`src/rtl/serial_addsub_ctrl_pkg.sv`:
```
// Shared types and constants for the bit-serial add/subtract controller.
// The state encoding is also what the controller drives on its dbg_state port.
package addsub_pkg;

  typedef enum logic [1:0] {
    IDLE = 2'd0,
    RUN  = 2'd1,
    DONE = 2'd2
  } state_e;

  localparam logic OP_ADD = 1'b0;
  localparam logic OP_SUB = 1'b1;

  localparam int unsigned DEFAULT_WIDTH = 8;

  // Bit-counter width for a WIDTH-bit operation (never narrower than one bit).
  function automatic int unsigned cnt_width(input int unsigned w);
    return (w < 2) ? 1 : $clog2(w);
  endfunction

endpackage

```
`src/rtl/serial_addsub_ctrl_full_adder.sv`:
```
// Single-bit full-adder slice shared across all bit positions by the controller.
module full_adder (
  input  logic a,
  input  logic b,
  input  logic cin,
  output logic sum,
  output logic cout
);

  assign sum  = a ^ b ^ cin;
  assign cout = (a & b) | (a & cin) | (b & cin);

endmodule

```
`src/rtl/serial_addsub_ctrl.sv`:
```
// Bit-serial adder/subtractor: one full-adder slice walked LSB-first over WIDTH cycles.
// Handshakes: a transfer happens on a rising edge where valid && ready are both high.
module serial_addsub_ctrl
  import addsub_pkg::*;
#(
  parameter int unsigned WIDTH = DEFAULT_WIDTH
) (
  input  logic             clk,
  input  logic             rst_n,
  input  logic             in_valid,
  output logic             in_ready,
  input  logic [WIDTH-1:0] a,
  input  logic [WIDTH-1:0] b,
  input  logic             op,
  output logic             out_valid,
  input  logic             out_ready,
  output logic [WIDTH-1:0] result,
  output logic             carry_out,
  output logic             overflow,
  output logic             busy,
  output logic [1:0]       dbg_state
);

  localparam int unsigned CW = cnt_width(WIDTH);
  localparam logic [CW-1:0] LAST_BIT = CW'(WIDTH - 1);

  state_e           state_q,     state_d;
  logic [CW-1:0]    cnt_q,       cnt_d;
  logic [WIDTH-1:0] a_q,         a_d;
  logic [WIDTH-1:0] b_q,         b_d;
  logic             carry_q,     carry_d;
  logic [WIDTH-1:0] sum_q,       sum_d;
  logic [WIDTH-1:0] result_q,    result_d;
  logic             carry_out_q, carry_out_d;
  logic             overflow_q,  overflow_d;

  logic fa_sum;
  logic fa_cout;
  logic accept;

  full_adder u_slice (
    .a    (a_q[cnt_q]),
    .b    (b_q[cnt_q]),
    .cin  (carry_q),
    .sum  (fa_sum),
    .cout (fa_cout)
  );

  always_ff @(posedge clk or negedge rst_n) begin
    if (!rst_n) begin
      state_q     <= IDLE;
      cnt_q       <= '0;
      a_q         <= '0;
      b_q         <= '0;
      carry_q     <= 1'b0;
      sum_q       <= '0;
      result_q    <= '0;
      carry_out_q <= 1'b0;
      overflow_q  <= 1'b0;
    end else begin
      state_q     <= state_d;
      cnt_q       <= cnt_d;
      a_q         <= a_d;
      b_q         <= b_d;
      carry_q     <= carry_d;
      sum_q       <= sum_d;
      result_q    <= result_d;
      carry_out_q <= carry_out_d;
      overflow_q  <= overflow_d;
    end
  end

  always_comb begin
    state_d     = state_q;
    cnt_d       = cnt_q;
    a_d         = a_q;
    b_d         = b_q;
    carry_d     = carry_q;
    sum_d       = sum_q;
    result_d    = result_q;
    carry_out_d = carry_out_q;
    overflow_d  = overflow_q;
    in_ready    = 1'b0;
    out_valid   = 1'b0;
    busy        = 1'b0;
    accept      = 1'b0;

    case (state_q)
      IDLE: begin
        in_ready = 1'b1;
        accept   = in_valid;
      end
      RUN: begin
        busy         = 1'b1;
        sum_d[cnt_q] = fa_sum;
        carry_d      = fa_cout;
        if (cnt_q == LAST_BIT) begin
          // Last slice: its carry-in vs carry-out gives signed overflow.
          state_d               = DONE;
          result_d              = sum_q;
          result_d[WIDTH-1]     = fa_sum;
          carry_out_d           = fa_cout;
          overflow_d            = carry_q ^ fa_cout;
        end else begin
          cnt_d = cnt_q + CW'(1);
        end
      end
      DONE: begin
        out_valid = 1'b1;
        in_ready  = out_ready;
        if (out_ready) begin
          if (in_valid) accept  = 1'b1;
          else          state_d = IDLE;
        end
      end
      default: state_d = IDLE;
    endcase

    // Subtraction runs as A + ~B + 1: invert B and preload the carry.
    if (accept) begin
      state_d = RUN;
      cnt_d   = '0;
      a_d     = a;
      b_d     = (op == OP_SUB) ? ~b : b;
      carry_d = op;
      sum_d   = '0;
    end
  end

  assign result    = result_q;
  assign carry_out = carry_out_q;
  assign overflow  = overflow_q;
  assign dbg_state = state_q;

endmodule

```
`config.mk`:
```
export PLATFORM = sky130hd
export DESIGN_NAME = serial_addsub_ctrl
export DESIGN_NICKNAME = d
export VERILOG_FILES = /design/src/rtl/serial_addsub_ctrl_pkg.sv /design/src/rtl/serial_addsub_ctrl_full_adder.sv /design/src/rtl/serial_addsub_ctrl.sv
export SDC_FILE = /design/constraint.sdc
export NUM_CORES = 1
export LEC_CHECK = 0
export ABC_AREA = 1
export CAP_MARGIN = 5
export CORE_ASPECT_RATIO = 1.1
export CORE_MARGIN = 1
export CORE_UTILIZATION = 56
export DETAILED_ROUTE_END_ITERATION = 7
export PLACE_DENSITY_LB_ADDON = 0.05
export SETUP_SLACK_MARGIN = 0.5
export SLEW_MARGIN = 20
export SYNTH_ARGS = -nofsm -noshare
export SYNTH_HDL_FRONTEND = slang
export SYNTH_SLANG_ARGS = --single-unit
```
`constraint.sdc`:
```
create_clock -name clk -period 4.2 [get_ports clk]
set_clock_uncertainty 0.1 [all_clocks]
set_input_delay 0.84 -clock clk [delete_from_list [all_inputs] [get_ports clk]]
set_output_delay 0.84 -clock clk [all_outputs]
set_load 0.02 [all_outputs]
```
# == Word-level counts from Yosys, hierarchy flattened ==
# Cells that the tools add are included.
# totals
register_bits,40
output_inout_bits,15
# op_classes
n_addsub,1
n_lt_le_gt_ge,2
eq_ne,8
mux,26
bitwise_logic,9
reduce_logical,6
# ops
cell,count
8-bit 2-to-1 mux,3
1-bit 2-to-1 mux,9
3-bit 2-to-1 mux,3
"3-bit != test, second input constant",3
8-bit bitwise mux,1
2-bit 2-to-1 mux,4
8-bit inverter,1
1-bit binary-select mux with 3-bit select,2
2-bit case mux with 3 select lines,1
"3-bit by 4-bit < comparator with 1-bit output, second input constant",1
"2-bit != test, second input constant",2
1-bit case mux with 2 select lines,2
2-bit AND reduction,2
4-bit AND reduction,1
"3-bit by 1-bit adder with 3-bit output, second input constant",1
1-bit bitwise AND,3
1-bit demux with 3-bit select,1
"3-bit equality test, second input constant",1
"3-bit by 1-bit >= comparator with 1-bit output, second input constant",1
1-bit XOR,3
"2-bit by 1-bit equality test with 1-bit output, second input constant",1
"2-bit equality test, second input constant",1
2-bit zero test,1
1-bit OR,2
2 further kinds,2

# == Depth between registers and ports, before layout ==
# Gate-level depths: netlist of run 1.
# logic_depth
depth_word,7
ltp_mapped,13
mapped_depth_nobuf,12

# == Cells and area by module ==
# From an unflattened synthesis of run 1, not the netlist that was laid out.
# unflattened
cells_unflattened,232
hier_area_um2,1971.9
# by_module_without_submodules
mod,instances,cells_per_inst,area_per_inst_um2,seq_area_each_um2
serial_addsub_ctrl,1,231,1951.9,975.9
full_adder,1,1,20.0,0.0

# == Worst setup path before layout of run 1 ==
# Ideal clock, no wire load.
# synth_timing
path_kind,input to output
start,input port out_ready
end,output port in_ready
arrival_time_ps,1226
setup_slack_ps,2034
path_stages,2
path_buffers,0
cell_sequence,inv_1 a21oi_1
# synth_between
elab_chain_cells,1
# synth_rtl
item,line,source
from (decl),serial_addsub_ctrl.sv:16,"input logic out_ready,"
1-bit case mux with 2 select lines,serial_addsub_ctrl.sv:88,case (state_q)
to (decl),serial_addsub_ctrl.sv:11,"output logic in_ready,"
# Every way passes these cells.

# == Final worst setup path of run 1 ==
# Same ends and word-level chain as after synthesis.

==> impl_metrics.csv, run 1 <==
group,metric,value,unit
outcome,outcome,"finished, final reports clean",
clock_tree,cts-root-buf,"clkbuf_4",
cells_and_area,antenna_cells,0,
clock_tree,cts_buffers,5,
setup_path,startpoint_type,"input pin",
timing,drv_slew,0,
timing,hold_ws,383,ps
route,drc,0,
setup_path,path_cells,"clkdlybuf4s50_1 -> inv_1 -> a21oi_1 -> clkdlybuf4s50_1",
setup_path,path_max_fanout,3,
synthesis,synth_area_leaders,"dfrtp_1 49%, nand2_1 20%, nand3_1 3.8%, xnor2_1 3.5%, o21ai_0 3.0%",
place,post-place-ws,1130,ps
cells_and_area,multi_input_area,858,um^2
global_routing,antenna_found_initial,0,
cells_and_area,instances_no_fill,323,
timing,min_period,3060,ps
timing,setup_viol,0,
place,gp_congestion,0.812,
timing,slew_headroom,45.1,%
setup_path,crit_required,3260,ps
cells_and_area,nets,299,
global_routing,use_met1,25.8,%
floorplanning,start_util,59.2,%
clock_tree,clock_sinks,39,
synthesis,yosysWarnings,0,
place,placed_area,2310,um^2
run,maxCapViolations,0,
power_and_ir_drop,ir_worst_vdd,0.349,mV
global_routing,grtUsageMet3,5.99,%
setup_path,path_buf_inv,3,
timing,finalHoldViolCount,0,
cells_and_area,drive_gt1_share,9.82,%
clock_tree,ctsHoldBuffers,0,
min_path,hp-class,"register to register",
clock_tree,cts_tree,"yes",
clock_tree,clk_pin_slew,120,ps
clock_tree,htree_levels,2,
cells_and_area,area_growth,20.6,%
floorplanning,dieArea,3800,um^2
timing,rsz0062_at_grt,"false",
synthesis,synth_cell_types,26,
synthesis,postSynthNetCount,267,
global_routing,use_met2,40.9,%
power_and_ir_drop,power-per-cell-area,735,nW/um^2
setup_path,cp.arrival,2120,ps
setup_path,end_kind,"primary output",
place,placed_cells,315,
clock_tree,clk_latency,340,ps
route,num_vias,1574,
timing,setup_slack,1140,ps
clock_tree,clk_path_buf_depth,2,
timing,worst_pin_slew,823,ps
cells_and_area,postLayoutCellArea,2400,um^2
global_routing,grt_usage,23.0,%
route,viasPerCell,4.87,
setup_path,slowest_delay,630,ps
clock_tree,cts_resized,0,
synthesis,netlist_area,1990,um^2
floorplanning,core-area,3360,um^2
route,avgRoutedWirePerCell,10.9,um
synthesis,netlist_instances,242,
power_and_ir_drop,pwr-share-clk,14.8,%
floorplanning,core.rowCount,22,
setup_path,path_class,"input pin to primary output",
cells_and_area,ff_latch_area,976,um^2
power_and_ir_drop,seq_power_share,36.8,%
global_routing,grt_pass1_vias,1591,
synthesis,synth_area_leader_cell,"dfrtp_1",
route,first_pass_iters,4,
place,post-dp-hpwl,2450,um
cells_and_area,nFillCells,307,
setup_path,crit_top_cell,"clkdlybuf4s50_1",
setup_path,critPathTopFamily,"buffers and inverters",
power_and_ir_drop,p_int,0.00101,W
power_and_ir_drop,combPwrFrac,48.4,%
global_routing,gr-total-overflow,0,
floorplanning,die_x,58.8,um
floorplanning,ioPinCount,36,
route,postRouteAntennaNets,0,
synthesis,synth_area_per_cell,8.22,um^2
power_and_ir_drop,p_leak,1.20,nW
global_routing,grt_start_max_net_pins,40,
global_routing,grt_pass1_wl,6620,um
timing,tns,0,ps
setup_path,slowest_stage,"clkdlybuf4s50_1",
power_and_ir_drop,p_sw_share,42.8,%
route,drt-total-wl,3510,um
clock_tree,cts_setup_buffers,0,
power_and_ir_drop,p_switching,0.000756,W
synthesis,yosysSeqAreaShare,49.1,%
synthesis,ys_ff_latch,39,
synthesis,yosys.area.top_type_share,49.1,%
global_routing,gr-max-usage-layer,"met2",
timing,max_freq,327,MHz
route,drtIter0Drc,85,
floorplanning,die_h,64.5,um
place,port_buffers,35,
timing,fin_crit_sh,72.7,%
cells by family after synthesis:
group                    count (synthesis)  synth area share (%)
flip-flops                              39                  49.1
AO/OA/AOI/OAI                           28                  8.24
buffers and inverters                   28                  7.80
adder cells (fa/ha/maj)                  4                  3.27
AND/OR/NAND/NOR                        134                  27.7
XOR/XNOR                                 9                  3.96
tightest hold or removal path, stage by stage, from the launching register on:
cell and delay, ps:
dfrtp_1 360, nand2_1 50, nand2_1 40
through the flow:
stage / power [W] / utilization, %
after floorplan: 0.00129 / -
after global placement: 0.00149 / 68.9
after detailed placement: 0.00151 / 68.9
after CTS: 0.00178 / 71.5
after global routing: 0.00194 / 71.5
final: 0.00176 / 71.5
power by group through the flow:
| stage | sequential, W | clock, W | combinational [W] |
|---|---|---|---|
| floorplan | 0.000667 | 0 | 0.000626 |
| global placement | 0.000654 | 0 | 0.000835 |
| detailed placement | 0.000657 | 0 | 0.000858 |
| CTS | 0.000651 | 0.000266 | 0.000864 |
| global route | 0.000673 | 0.000285 | 0.000983 |
| finish | 0.000650 | 0.000261 | 0.000854 |
flip-flops by register name, summed over array words and instances (netlist names), 2 cells and up:
signal	count
dbg_state	2
cnt_q	3
sum_q	7
result	8
a_q	8
b_q	8
cells in the final DEF, fill, tap and decap left out:
cell	count
a21oi_1	3
a21oi_2	1
buf_2	1
buf_4	1
bufinv_16	1
clkbuf_4	5
clkbuf_8	1
clkdlybuf4s50_1	34
clkinv_2	1
dfrtp_1	39
fa_1	2
ha_1	2
inv_1	11
inv_2	5
inv_4	1
nand2_1	104
nand2_2	3
nand2_4	1
nand3_1	15
nand3_2	1
nand4_1	2
nor2_1	7
o211ai_1	2
o21ai_0	12
o21ai_1	6
o21ai_2	4
or2_2	1
xnor2_1	8
xor2_1	1
final cells by class:
type,count,share of cell area [%]
flip-flops and latches,39,40.7
multi-input cells,175,35.8
repair buffers,36,14.7
inverters,17,2.76
well taps,48,2.50
clock buffers,6,2.14
clock inverters,2,1.46
layer usage:
metal	part of all wire, %	wire, um	up-vias
li1	-	-	819
met1	45	1590	717
met3	2.8	100	2
met4	0.57	20	0
met2	51	1800	36
met5	0	0	-
worst paths after layout:
kind / start / depth (start not counted) / slack, ps / to
setup / recovery: out_ready / 4 / 1140 / in_ready
hold / removal: result[0] / 2 / 380 / result[0]
setup reg to reg: cnt_q[0] / 11 / 1890 / carry_q
hold reg to reg: result[0] / 2 / 380 / result[0]
max in group asynchronous: rst_n / 1 / 3000 / a_q[2]
min in group asynchronous: rst_n / 1 / 480 / dbg_state[1]
synthesized netlist by cell type (all sizes together):
| library cell | instances |
|---|---|
| a21oi | 4 |
| buf | 10 |
| clkbuf | 1 |
| dfrtp | 39 |
| fa | 2 |
| ha | 2 |
| inv | 17 |
| nand2 | 108 |
| nand3 | 16 |
| nand4 | 2 |
| nor2 | 7 |
| o211ai | 2 |
| o21ai | 22 |
| or2 | 1 |
| xnor2 | 8 |
| xor2 | 1 |
Note: power is estimated with default switching activity, not from simulation.
==> run 2, diff against run 1 <==
- CORE_UTILIZATION: 56 -> 52
- clock period: 4.2 -> 3.1 ns (I/O delays scaled with it)
==> impl_metrics.csv, run 2 (synthesis gave the netlist of run 1 again) <==
group,metric,value,unit
outcome,outcome,"finished, final reports clean",
floorplanning,core-area,3650,um^2
timing,slew_headroom,44.2,%
cells_and_area,multi_input_area,858,um^2
cells_and_area,nFillCells,334,
clock_tree,cts_tree,"yes",
timing,fin_crit_sh,74.3,%
global_routing,grt_pass1_wl,6140,um
global_routing,gr-max-usage-layer,"met2",
cells_and_area,layout_commonest_cell,"nand2_1",
route,drt-total-wl,3430,um
setup_path,startpoint_type,"register",
floorplanning,die_h,66.9,um
global_routing,gr-total-overflow,0,
global_routing,use_met2,33.8,%
cells_and_area,antenna_cells,0,
route,first_pass_iters,4,
clock_tree,cts_buffers,5,
cells_and_area,ff_latch_area,976,um^2
route,drc,0,
floorplanning,die_x,61.0,um
power_and_ir_drop,power-per-cell-area,992,nW/um^2
global_routing,grt_start_max_net_pins,40,
timing,worst_pin_slew,836,ps
setup_path,path_class,"register to register",
setup_path,reg2reg_depth,12,
cells_and_area,drive_gt1_share,9.45,%
setup_path,end_kind,"register",
place,post-dp-hpwl,2350,um
place,gp_congestion,0.823,
route,num_vias,1576,
global_routing,use_met1,24.8,%
power_and_ir_drop,ir_worst_vdd,0.490,mV
global_routing,grtUsageMet3,6.99,%
global_routing,grt_pass1_vias,1435,
place,port_buffers,35,
timing,finalHoldViolCount,0,
cells_and_area,final_cell_mix,"104 x nand2_1, 39 x dfrtp_1, 32 x clkdlybuf4s50_1, 15 x nand3_1, 12 x o21ai_0",
clock_tree,htree_levels,2,
clock_tree,clk_path_buf_depth,2,
clock_tree,cts-root-buf,"clkbuf_8",
setup_path,cp.arrival,2420,ps
clock_tree,clk_latency,290,ps
floorplanning,core.rowCount,23,
setup_path,path_max_fanout,14,
setup_path,crit_required,3210,ps
clock_tree,clk_pin_slew,70,ps
floorplanning,dieArea,4080,um^2
run,maxCapViolations,0,
timing,tns,0,ps
route,drtIter0Drc,63,
floorplanning,start_util,54.4,%
timing,min_period,2300,ps
clock_tree,clock_sinks,39,
route,avgRoutedWirePerCell,10.6,um
timing,hold_ws,325,ps
timing,rsz0062_at_grt,"false",
global_routing,antenna_found_initial,0,
timing,drv_slew,0,
cells_and_area,nets,299,
route,postRouteAntennaNets,0,
min_path,hp-class,"input pin to async pin",
global_routing,grt_usage,21.0,%
timing,max_freq,434,MHz
floorplanning,ioPinCount,36,
timing,setup_viol,0,
cells_and_area,area_growth,21.7,%
route,viasPerCell,4.85,
power_and_ir_drop,p_leak,1.22,nW
==> run 2: changes by cell type in the layout (fill, tap and decap cells not counted), sizes merged <==
| cell | delta |
|---|---|
| clkinv | -1 |
| dlymetal6s2s | +2 |
| clkbuf | +2 |
| clkdlybuf4s50 | -2 |
| bufinv | -1 |
==> run 2: metrics by stage <==
step	worst slack, ps	power [W]	instance area [um^2]	utilization (%)	instances
finish	797	0.00240	2420	66.2	325
global route	644	0.00264	2420	66.2	325
CTS	521	0.00243	2420	66.1	325
detailed placement	521	0.00205	2320	63.4	317
global placement	533	0.00202	2320	63.4	317
floorplan	1160	0.00175	1990	-	242
==> run 2: metal layers <==
metal,vias up,wire (um)
li1,819,-
met1,717,1550
met2,33,1670
met3,7,137
met4,0,70
met5,-,0
==> run 2: layout make-up <==
type                            instances  area share (%)
Clock buffer                            8            4.13
Inverter                               17            2.74
Multi-Input combinational cell        175            35.5
Sequential cell                        39            40.3
Tap cell                               50            2.58
Timing Repair Buffer                   36            14.8
==> run 2: path summary, 6_finish.rpt <==
path,start,end,slack (ps)
worst min-delay path,rst_n,dbg_state[1],330
worst max register to register,cnt_q[0],sum_q[5],800
worst max-delay path,cnt_q[0],sum_q[5],800
max in group asynchronous,rst_n,a_q[2],2050
min in group clk,result[1],result[1],370
worst min register to register,result[1],result[1],370
==> run 2: critical path: stages, from the launching register on <==
cell	delay, ps
dfrtp_1	550
inv_2	270
nand2_1	70
nand2_1	60
nand2_1	40
nand2_1	80
nand2_1	60
nand2_2	110
inv_2	40
fa_1	500
inv_1	120
nand2_1	70
a21oi_1	150
==> run 2: repair_timing <==
item	in CTS	in global routing
endpoints found under the hold margin	0	0
setup endpoints to repair	0	2
hold buffers	0	0
gates resized for setup	0	2
setup buffers	0	0
==> run 2: report_power, final <==
| group | internal (W) | switching, W | total, W |
|---|---|---|---|
| Clock | 0.000203 | 0.000166 | 0.000369 |
| Sequential | 0.000719 | 0.000162 | 0.000881 |
| Combinational | 0.000458 | 0.000695 | 0.00115 |
| Total | 0.00138 | 0.00102 | 0.00240 |
==> run 3, diff against run 2 <==
- clock period: 3.1 -> 2.29 ns (I/O delays scaled with it)
==> impl_metrics.csv, run 3 (synthesis gave the netlist of run 1 again) <==
group,metric,value,unit
route,num_vias,1657,
global_routing,grt_pass1_wl,6880,um
setup_path,path_max_fanout,5,
min_path,min_to,"dbg_state[1]",
setup_path,reg2reg_depth,12,
timing,min_period,1950,ps
route,first_pass_iters,4,
timing,worst_pin_slew,484,ps
run,maxCapViolations,0,
timing,setup_slack,339,ps
outcome,outcome,"finished, final reports clean",
power_and_ir_drop,power-per-cell-area,1410,nW/um^2
timing,setup_viol,0,
clock_tree,cts_buffers,5,
global_routing,grt_pass1_vias,1591,
cells_and_area,layout_commonest_cell,"nand2_1",
place,post-place-ws,28.4,ps
route,avgRoutedWirePerCell,11.7,um
global_routing,gr-total-overflow,0,
floorplanning,die_h,66.9,um
setup_path,end_kind,"register",
setup_path,path_class,"register to register",
power_and_ir_drop,ir_worst_vdd,0.822,mV
route,viasPerCell,4.85,
clock_tree,htree_levels,2,
min_path,hold_depth,4,
setup_path,regToRegSetupSlack,340,ps
cells_and_area,area_growth,30.4,%
clock_tree,clock_sinks,39,
route,drtIter0Drc,49,
global_routing,antenna_found_initial,0,
global_routing,grt_start_max_net_pins,25,
clock_tree,clk_latency,290,ps
floorplanning,die_x,61.0,um
route,drt-total-wl,4000,um
timing,hold_ws,348,ps
timing,rsz0062_at_grt,"true",
place,port_buffers,35,
timing,finalHoldViolCount,0,
place,placed_cells,325,
floorplanning,core-area,3650,um^2
clock_tree,clk_path_buf_depth,2,
route,postRouteAntennaNets,0,
floorplanning,ioPinCount,36,
cells_and_area,antenna_cells,0,
setup_path,startpoint_type,"register",
setup_path,reg2reg_from,"cnt_q[0]",
cells_and_area,final_cell_mix,"99 x nand2_1, 38 x dfrtp_1, 18 x clkdlybuf4s50_1, 14 x buf_4, 13 x nand3_1",
setup_path,r2r_end,"sum_q[3]",
global_routing,grt_usage,23.5,%
timing,max_freq,513,MHz
cells_and_area,nets,316,
clock_tree,cts_tree,"yes",
power_and_ir_drop,p_total,0.00367,W
setup_path,cp.arrival,2030,ps
place,post-dp-hpwl,2680,um
timing,fin_crit_sh,85.2,%
timing,slew_headroom,67.6,%
cells_and_area,instances_no_fill,342,
place,gp_congestion,0.791,
timing,drv_slew,0,
power_and_ir_drop,p_leak,1.35,nW
floorplanning,core.rowCount,23,
floorplanning,dieArea,4080,um^2
floorplanning,start_util,54.4,%
setup_path,crit_required,2370,ps
clock_tree,clk_pin_slew,80,ps
clock_tree,cts-root-buf,"clkbuf_8",
min_path,hold_start,"out_ready",
timing,tns,0,ps
min_path,hp-class,"input pin to register",
cells_and_area,drive_gt1_share,20.9,%
route,drc,0,
-- run 3: cell types whose count changed in the layout (fill, tap and decap cells not counted), moves of 3 or more --
cell | before | now
buf_4 | 1 | 14
nand2_2 | 3 | 8
buf_6 | 0 | 3
dlygate4sd2_1 | 0 | 12
clkdlybuf4s50_1 | 32 | 18
nand2_1 | 104 | 99
-- run 3: final cells by class --
class                   instances  area (um^2)
fillers                       342         1060
inverters                      17         68.8
repair buffers                 52          462
repair inverters                1         7.51
well taps                      50         62.6
flip-flops and latches         39          977
multi-input cells             175          898
clock inverters                 2         35.0
clock buffers                   6         82.6
-- run 3: report_power, final --
| group | switching (W) | total [W] | internal [W] | leakage [nW] |
|---|---|---|---|---|
| clock network | 0.000235 | 0.000587 | 0.000352 | 0.0612 |
| registers | 0.000191 | 0.00116 | 0.000974 | 0.500 |
| logic | 0.00111 | 0.00191 | 0.000806 | 0.792 |
-- run 3: worst max path at each step --
stage,cells after the start,start,slack (ps),endpoint
6_report,12,cnt_q[0],340,sum_q[3]
5_1_grt,10,cnt_q[0],240,sum_q[0]
4_1_cts,12,cnt_q[0],340,sum_q[5]
3_5_place_dp,4,out_ready,30,in_ready
3_3_place_gp,4,out_ready,40,in_ready
2_1_floorplan,13,cnt_q[0],430,sum_q[3]
-- run 3: critical path: stages, from the launching register on --
cell,delay (ps)
dfrtp_2,450
buf_6,150
nand2_1,50
nand2_1,60
nand2_1,40
nand2_1,60
nand2_1,60
nand2_2,110
inv_2,50
fa_2,550
inv_2,50
nand2_2,70
a21oi_2,50
-- run 3: stage by stage --
step           area, um^2  util, %
2_1_floorplan        1990        -
3_3_place_gp         2380     65.1
3_5_place_dp         2380     65.1
4_1_cts              2580     70.7
5_1_grt              2590     71.0
6_report             2590     71.0
-- run 3: per-layer routing --
layer / vias up / share of wire (%) / GRT usage [%]
met2: 34 / 53 / 40.1
met3: 5 / 4.2 / 5.83
met5: - / 0 / 0
li1: 850 / - / -
met4: 0 / 1.0 / 10.2
met1: 768 / 42 / 27.3
-- run 3: repair_timing --
action / CTS / global route
gates resized for setup: 34 / 11
hold buffers: 1 / 0
pin swaps: 17 / 5
hold endpoints to repair: 13 / 0
gates cloned: 2 / 0
setup endpoints to repair: 25 / 26
buffers inserted: 5 / 1
